==> src/rtl/artyz7_led_driver_systemverilog_if.sv <==
// Configuration port for the Arty Z7 LED PWM driver.
//
// Purpose: carries one duty-cycle update per valid/ready handshake from the
// control side (master) to the LED driver (slave).
//
// Signals:
//   cfg_valid      master -> slave  request valid; hold it and its data until cfg_ready=1
//   cfg_ready      slave -> master  driver can accept a request
//   cfg_led_index  master -> slave  target LED (IDX_W bits)
//   cfg_duty       master -> slave  on-time in ticks per PWM period
//   cfg_blink      master -> slave  blink enable (only with ARTYZ7_LED_BLINK_EN defined)
//
// Build option: ARTYZ7_LED_BLINK_EN adds the cfg_blink signal.

interface artyz7_led_driver_systemverilog_if #(
    parameter int IDX_W    = 2,
    parameter int PWM_BITS = 8
);
    logic                cfg_valid;
    logic                cfg_ready;
    logic [IDX_W-1:0]    cfg_led_index;
    logic [PWM_BITS-1:0] cfg_duty;
`ifdef ARTYZ7_LED_BLINK_EN
    logic                cfg_blink;

    modport master (
        output cfg_valid,
        output cfg_led_index,
        output cfg_duty,
        output cfg_blink,
        input  cfg_ready
    );

    modport slave (
        input  cfg_valid,
        input  cfg_led_index,
        input  cfg_duty,
        input  cfg_blink,
        output cfg_ready
    );
`else
    modport master (
        output cfg_valid,
        output cfg_led_index,
        output cfg_duty,
        input  cfg_ready
    );

    modport slave (
        input  cfg_valid,
        input  cfg_led_index,
        input  cfg_duty,
        output cfg_ready
    );
`endif
endinterface

==> src/rtl/artyz7_led_driver_systemverilog.sv <==
// Arty Z7 user-LED PWM driver.
//
// Purpose: drives led[0:NUM_LEDS-1] with per-LED PWM brightness. Duty values
// arrive over a valid/ready config port, wait in a shadow register and are
// committed only on a PWM period boundary so an LED never sees a partial period.
//
// Ports:
//   ext_clk    in   single clock, rising edge
//   ext_rst_n  in   asynchronous active-low reset
//   cfg        slave modport of artyz7_led_driver_systemverilog_if
//   led        out  [0:NUM_LEDS-1] registered LED drive, 1 = lit
//
// Parameters: NUM_LEDS (>=1), PWM_BITS (period = 2**PWM_BITS-1 ticks),
// PRESCALE (ext_clk cycles per PWM tick, >=1), IDX_W (index width, defaults
// to $clog2(NUM_LEDS) with a minimum of 1; may be widened to match a wider bus).
//
// Build option: ARTYZ7_LED_BLINK_EN adds a per-LED blink flag committed with
// the duty; a 4-bit counter stepped on each period boundary supplies the
// blink phase (its MSB), and a blinking LED is dark while the phase is 1.
//
// Config FSM states:
//   state      | meaning
//   -----------+-------------------------------------------------------------
//   ST_IDLE    | cfg_ready=1, waiting for a handshake
//   ST_PENDING | cfg_ready=0, shadow duty waits for the next period boundary

module artyz7_led_driver_systemverilog #(
    parameter int NUM_LEDS = 4,
    parameter int PWM_BITS = 8,
    parameter int PRESCALE = 125,
    parameter int IDX_W    = (NUM_LEDS > 1) ? $clog2(NUM_LEDS) : 1
) (
    input  logic                                  ext_clk,
    input  logic                                  ext_rst_n,
    artyz7_led_driver_systemverilog_if.slave      cfg,
    output logic [0:NUM_LEDS-1]                   led
);

    localparam int PS_W = (PRESCALE > 1) ? $clog2(PRESCALE) : 1;
    localparam logic [PS_W-1:0]     PS_LAST  = PS_W'(PRESCALE - 1);
    localparam logic [PWM_BITS-1:0] PWM_LAST = PWM_BITS'((2 ** PWM_BITS) - 2);

    typedef enum logic {
        ST_IDLE,
        ST_PENDING
    } state_t;

    state_t              state;
    logic                ready_q;
    logic [PS_W-1:0]     presc;
    logic [PWM_BITS-1:0] pwm_cnt;
    logic [PWM_BITS-1:0] shadow_duty;
    logic [IDX_W-1:0]    target;
    logic [PWM_BITS-1:0] active_duty [NUM_LEDS];
    logic                tick;
    logic                boundary;
    logic                idx_ok;

`ifdef ARTYZ7_LED_BLINK_EN
    localparam int BLINK_BITS = 4;
    logic                  shadow_blink;
    logic [0:NUM_LEDS-1]   blink;
    logic [BLINK_BITS-1:0] blink_cnt;
    logic                  blink_phase;

    assign blink_phase = blink_cnt[BLINK_BITS-1];
`endif

    assign tick     = (presc == PS_LAST);
    assign boundary = tick && (pwm_cnt == PWM_LAST);
    assign idx_ok   = int'(cfg.cfg_led_index) < NUM_LEDS;
    assign cfg.cfg_ready = ready_q;

    // Prescaler and PWM counter; pwm_cnt never reaches the all-ones value,
    // which is what lets duty = all-ones mean "always on".
    always_ff @(posedge ext_clk or negedge ext_rst_n) begin
        if (!ext_rst_n) begin
            presc   <= '0;
            pwm_cnt <= '0;
        end else begin
            if (tick) begin
                presc <= '0;
                if (pwm_cnt == PWM_LAST) begin
                    pwm_cnt <= '0;
                end else begin
                    pwm_cnt <= pwm_cnt + 1'b1;
                end
            end else begin
                presc <= presc + 1'b1;
            end
        end
    end

`ifdef ARTYZ7_LED_BLINK_EN
    always_ff @(posedge ext_clk or negedge ext_rst_n) begin
        if (!ext_rst_n) begin
            blink_cnt <= '0;
        end else if (boundary) begin
            blink_cnt <= blink_cnt + 1'b1;
        end
    end
`endif

    // Config FSM. A handshake that lands on a boundary cycle only moves to
    // PENDING, so its commit waits for the following boundary.
    always_ff @(posedge ext_clk or negedge ext_rst_n) begin
        if (!ext_rst_n) begin
            state       <= ST_IDLE;
            ready_q     <= 1'b1;
            shadow_duty <= '0;
            target      <= '0;
            for (int i = 0; i < NUM_LEDS; i++) begin
                active_duty[i] <= '0;
            end
`ifdef ARTYZ7_LED_BLINK_EN
            shadow_blink <= 1'b0;
            blink        <= '0;
`endif
        end else begin
            case (state)
                ST_IDLE: begin
                    ready_q <= 1'b1;
                    if (cfg.cfg_valid && ready_q && idx_ok) begin
                        shadow_duty <= cfg.cfg_duty;
                        target      <= cfg.cfg_led_index;
`ifdef ARTYZ7_LED_BLINK_EN
                        shadow_blink <= cfg.cfg_blink;
`endif
                        ready_q     <= 1'b0;
                        state       <= ST_PENDING;
                    end
                end
                ST_PENDING: begin
                    ready_q <= 1'b0;
                    if (boundary) begin
                        // Decode by compare so an index register wider than
                        // the LED count never addresses past the array.
                        for (int i = 0; i < NUM_LEDS; i++) begin
                            if (target == IDX_W'(i)) begin
                                active_duty[i] <= shadow_duty;
`ifdef ARTYZ7_LED_BLINK_EN
                                blink[i] <= shadow_blink;
`endif
                            end
                        end
                        ready_q <= 1'b1;
                        state   <= ST_IDLE;
                    end
                end
                default: begin
                    ready_q <= 1'b1;
                    state   <= ST_IDLE;
                end
            endcase
        end
    end

    always_ff @(posedge ext_clk or negedge ext_rst_n) begin
        if (!ext_rst_n) begin
            led <= '0;
        end else begin
            for (int i = 0; i < NUM_LEDS; i++) begin
`ifdef ARTYZ7_LED_BLINK_EN
                led[i] <= (active_duty[i] > pwm_cnt) && !(blink[i] && blink_phase);
`else
                led[i] <= (active_duty[i] > pwm_cnt);
`endif
            end
        end
    end

endmodule

==> src/flat_wrapper.sv <==
// flat-port wrapper written by rule: the top's interface ports become plain ports
module artyz7_led_driver_systemverilog_flat 
#(
    parameter int NUM_LEDS = 4,
    parameter int PWM_BITS = 8,
    parameter int PRESCALE = 125,
    parameter int IDX_W    = (NUM_LEDS > 1) ? $clog2(NUM_LEDS) : 1
)
  (ext_clk, ext_rst_n, led, cfg_cfg_valid, cfg_cfg_led_index, cfg_cfg_duty, cfg_cfg_ready);
  artyz7_led_driver_systemverilog_if #(.IDX_W(IDX_W), .PWM_BITS(PWM_BITS)) cfg_i ();
  input  logic ext_clk;
  input  logic ext_rst_n;
  output logic [0:NUM_LEDS-1] led;
  input wire logic [$bits(cfg_i.cfg_valid)-1:0] cfg_cfg_valid;
  input wire logic [$bits(cfg_i.cfg_led_index)-1:0] cfg_cfg_led_index;
  input wire logic [$bits(cfg_i.cfg_duty)-1:0] cfg_cfg_duty;
  output wire logic [$bits(cfg_i.cfg_ready)-1:0] cfg_cfg_ready;
  assign cfg_i.cfg_valid = cfg_cfg_valid;
  assign cfg_i.cfg_led_index = cfg_cfg_led_index;
  assign cfg_i.cfg_duty = cfg_cfg_duty;
  assign cfg_cfg_ready = cfg_i.cfg_ready;
  artyz7_led_driver_systemverilog #(.NUM_LEDS(NUM_LEDS), .PWM_BITS(PWM_BITS), .PRESCALE(PRESCALE), .IDX_W(IDX_W)) u_core (.ext_clk(ext_clk), .ext_rst_n(ext_rst_n), .cfg(cfg_i), .led(led));
endmodule
==> config.mk <==
export PLATFORM = sky130hd
export DESIGN_NAME = artyz7_led_driver_systemverilog_flat
export DESIGN_NICKNAME = d
export VERILOG_FILES = /design/src/rtl/artyz7_led_driver_systemverilog_if.sv /design/src/rtl/artyz7_led_driver_systemverilog.sv /design/src/flat_wrapper.sv
export SDC_FILE = /design/constraint.sdc
export NUM_CORES = 1
export LEC_CHECK = 0
export ABC_AREA = 0
export CAP_MARGIN = 5
export CORE_MARGIN = 2
export CORE_UTILIZATION = 59
export DETAILED_ROUTE_END_ITERATION = 7
export PLACE_DENSITY = 0.79
export SLEW_MARGIN = 20
export SYNTH_ARGS = -nofsm -noshare
export SYNTH_HDL_FRONTEND = slang
export SYNTH_SLANG_ARGS = --single-unit
==> constraint.sdc <==
create_clock -name ext_clk -period 2.5 [get_ports ext_clk]
set_input_delay 0.375 -clock ext_clk [delete_from_list [all_inputs] [get_ports ext_clk]]
set_output_delay 0.375 -clock ext_clk [all_outputs]
set_load 0.1 [all_outputs]
==> results of run 1 <==
[worst max-delay path, cell delays in order, from the launching register on]
cell	delay, ps
dfrtp_1	490
inv_1	100
ha_1	160
and3_1	170
nand2_1	220
nor4b_4	660
mux2_2	410
[final timing paths]
kind,slack [ps],to
setup / recovery,170,u_core.active_duty[8]$_DFFE_PN0P_
min in group ext_clk,510,u_core.presc[0]$_DFF_PN0_
setup reg to reg,170,u_core.active_duty[8]$_DFFE_PN0P_
hold / removal,350,u_core.led[3]$_DFF_PN0_
max in group asynchronous,1500,u_core.cfg.cfg_ready$_DFF_PN1_
hold reg to reg,510,u_core.presc[0]$_DFF_PN0_
[sequential cells by signal, indices dropped and copies added (netlist names)]
signal and count:
u_core.active_duty 32, u_core.pwm_cnt 8, u_core.cfg.cfg_ready 1, u_core.presc 7
u_core.shadow_duty 8, u_core.state 1, u_core.target 2, u_core.led 4
[cell usage after synthesis, types with 2 or more instances]
library cell	count
nor4_4	2
mux2i_1	4
inv_1	17
nand2_1	8
o21ai_0	15
o21a_1	4
nor4_1	3
a21oi_1	12
xnor2_1	4
nor2_1	14
nand3_1	11
xor2_1	3
nor3_1	2
ha_1	36
mux2_2	42
dfrtp_1	62
nor2b_1	5
and3_2	2
nand4_1	10
[kinds of logic (layout without fill, tap and decap cells)]
kind of cell,count (synthesis),after routing,synth area share (%)
XOR/XNOR,7,7,1.87
flip-flops,63,63,48.2
adder cells (fa/ha/maj),36,36,13.8
AO/OA/AOI/OAI,36,36,6.16
multiplexers,46,46,15.7
AND/OR/NAND/NOR,63,63,12.2
buffers and inverters,18,56,2.07
[where the power goes]
part | switching (mW) | internal (mW) | total (mW)
Sequential | 0 | 1.02 | 1.02
Combinational | 0.0216 | 0.0185 | 0.0402
Clock | 0.425 | 0.389 | 0.814
[layout make-up]
type | count | area, um^2
clock buffers | 10 | 138
repair buffers | 23 | 200
inverters | 17 | 63.8
clock inverters | 6 | 45.0
well taps | 72 | 90.1
fillers | 406 | 1700
flip-flops and latches | 63 | 1580
multi-input cells | 188 | 1630
[layer usage]
| layer | GRT usage (%) | up-vias | part of all wire (%) |
|---|---|---|---|
| met5 | 0 | - | 0 |
| met4 | 10.7 | 0 | 1.8 |
| met3 | 6.09 | 12 | 3.1 |
| met2 | 36.7 | 27 | 50 |
| met1 | 29.9 | 1126 | 45 |
| li1 | - | 1043 | - |
[per-stage QoR]
step	setup WS, ps	instance area [um^2]	total power [mW]	util [%]	hold slack (ps)
floorplan	514	3270	1.04	-	79.4
global placement	309	3550	1.08	65.2	181
detailed placement	219	3550	1.08	65.2	181
CTS	172	3740	1.89	68.8	349
global route	62.2	3740	1.93	68.8	356
finish	169	3740	1.87	68.8	351
[repair_timing]
item / 4_1_cts / 5_1_grt
hold buffers: 1 / 0
endpoints found under the hold margin: 2 / 0
resized for setup: 0 / 0
==> flow_summary.yaml, run 1 <==
cells_and_area:
  nNetsFinal: 351
  final_cell_mix: "dfrtp_1 (62), mux2_2 (42), ha_1 (36)"
  instances_no_fill: 379
  drive_above_1_share_pct: 25.4
  final_common_cell: "dfrtp_1"
  syn_to_final_growth_pct: 14.3
  num_antenna_cells: 0
synthesis:
  synth.avg_cell_area_um2: 12.2
  synth.top_cells.by_area: "dfrtp_1 (47%), mux2_2 (14%), ha_1 (14%)"
  ys_types: 32
  synth_ff_type: "dfrtp_1"
  netlist_instances: 269
  synth_top_area_cell: "dfrtp_1"
  yosysTopAreaCellShare_pct: 47.4
  synth_edf_count: 0
  syn_nets: 318
  yosys_warnings: 0
  synth-seq-area-share_pct: 48.2
  synth-async-reset-ratio_pct: 100
  netlist_area_um2: 3270
  synth-seq-cells: 63
power_and_ir_drop:
  p_leak_nw: 1.80
  ir_drop_mv: 0.338
  power.density_nw_per_um2: 501
grt:
  track_usage_pct: 23.2
  grt_pass1_vias: 2191
  grt_max_degree: 36
  grt_pass1_wl_mm: 10.6
  antenna_found_initial: 0
  grt.overflow.total: 0
timing:
  tns_ps: 0
  finalSetupViolCount: 0
  fin_crit_sh_pct: 93.3
  skew_ps: 9.76
  tightest_slew_ps: 694
  slew_headroom_pct: 53.6
  rsz0062_at_grt: "false"
  hold_viol_final: 0
  fmax_mhz: 429
  maxSlewViolCount: 0
  period_needed_ps: 2330
floorplan:
  initial_core_util_pct: 60.1
  boundaryPins: 18
  die_w_um: 78.5
  die_area_um2: 6160
  die_h_um: 78.5
  fp-row-count: 27
  core-area_um2: 5440
detailed_routing:
  wirelength_mm: 6.32
  drtPass1Iterations: 4
  drc: 0
  viasPerCell: 5.83
  final_antenna_net_count: 0
  wl_per_cell_um: 16.7
  drt-initial-drc-count: 80
  via_count: 2208
run:
  cap_violations: 0
worst_setup_path:
  critical_path_class: "register to register"
  reg2reg_from: "u_core.pwm_cnt[0]$_DFFE_PN0N_"
  cp.required_ps: 2740
  end_kind: "register"
  critical_path_arrival_ps: 2570
  reg2reg_depth: 6
  crit_path_start: "u_core.pwm_cnt[0]$_DFFE_PN0N_"
  cp-start-kind: "register"
  crit_fanout: 9
clock_tree:
  cts.sinks: 63
  numCtsBuffers: 9
  cts_buffer_depth: 2
  cts_max_level: 3
  cts_tree: "done"
  cts_setup_buffers: 0
  clkTransAtPathRegs_ps: 70
  cts_root_buf: "clkbuf_8"
  clock_latency_ps: 360
worst_hold_path:
  min_path_type: "input port to asynchronous set/reset pin"
placed_design:
  gp_congestion: 0.832
  io_buffers: 17
  dp_hpwl_mm: 4.54
  dp.cells: 362
status:
  status: "finished clean"
Power figures use the tool's default switching activity.
==> run 2, diff against run 1 <==
--- a/config.mk
+++ b/config.mk
@@ -6,7 +6,7 @@
 export NUM_CORES = 1
 export LEC_CHECK = 0
 export ABC_AREA = 0
-export CAP_MARGIN = 5
+export CAP_MARGIN = 0
 export CORE_MARGIN = 2
 export CORE_UTILIZATION = 59
 export DETAILED_ROUTE_END_ITERATION = 7
==> results of run 2 <==
The final DEF is identical to that of run 1; final timing and power are the same.
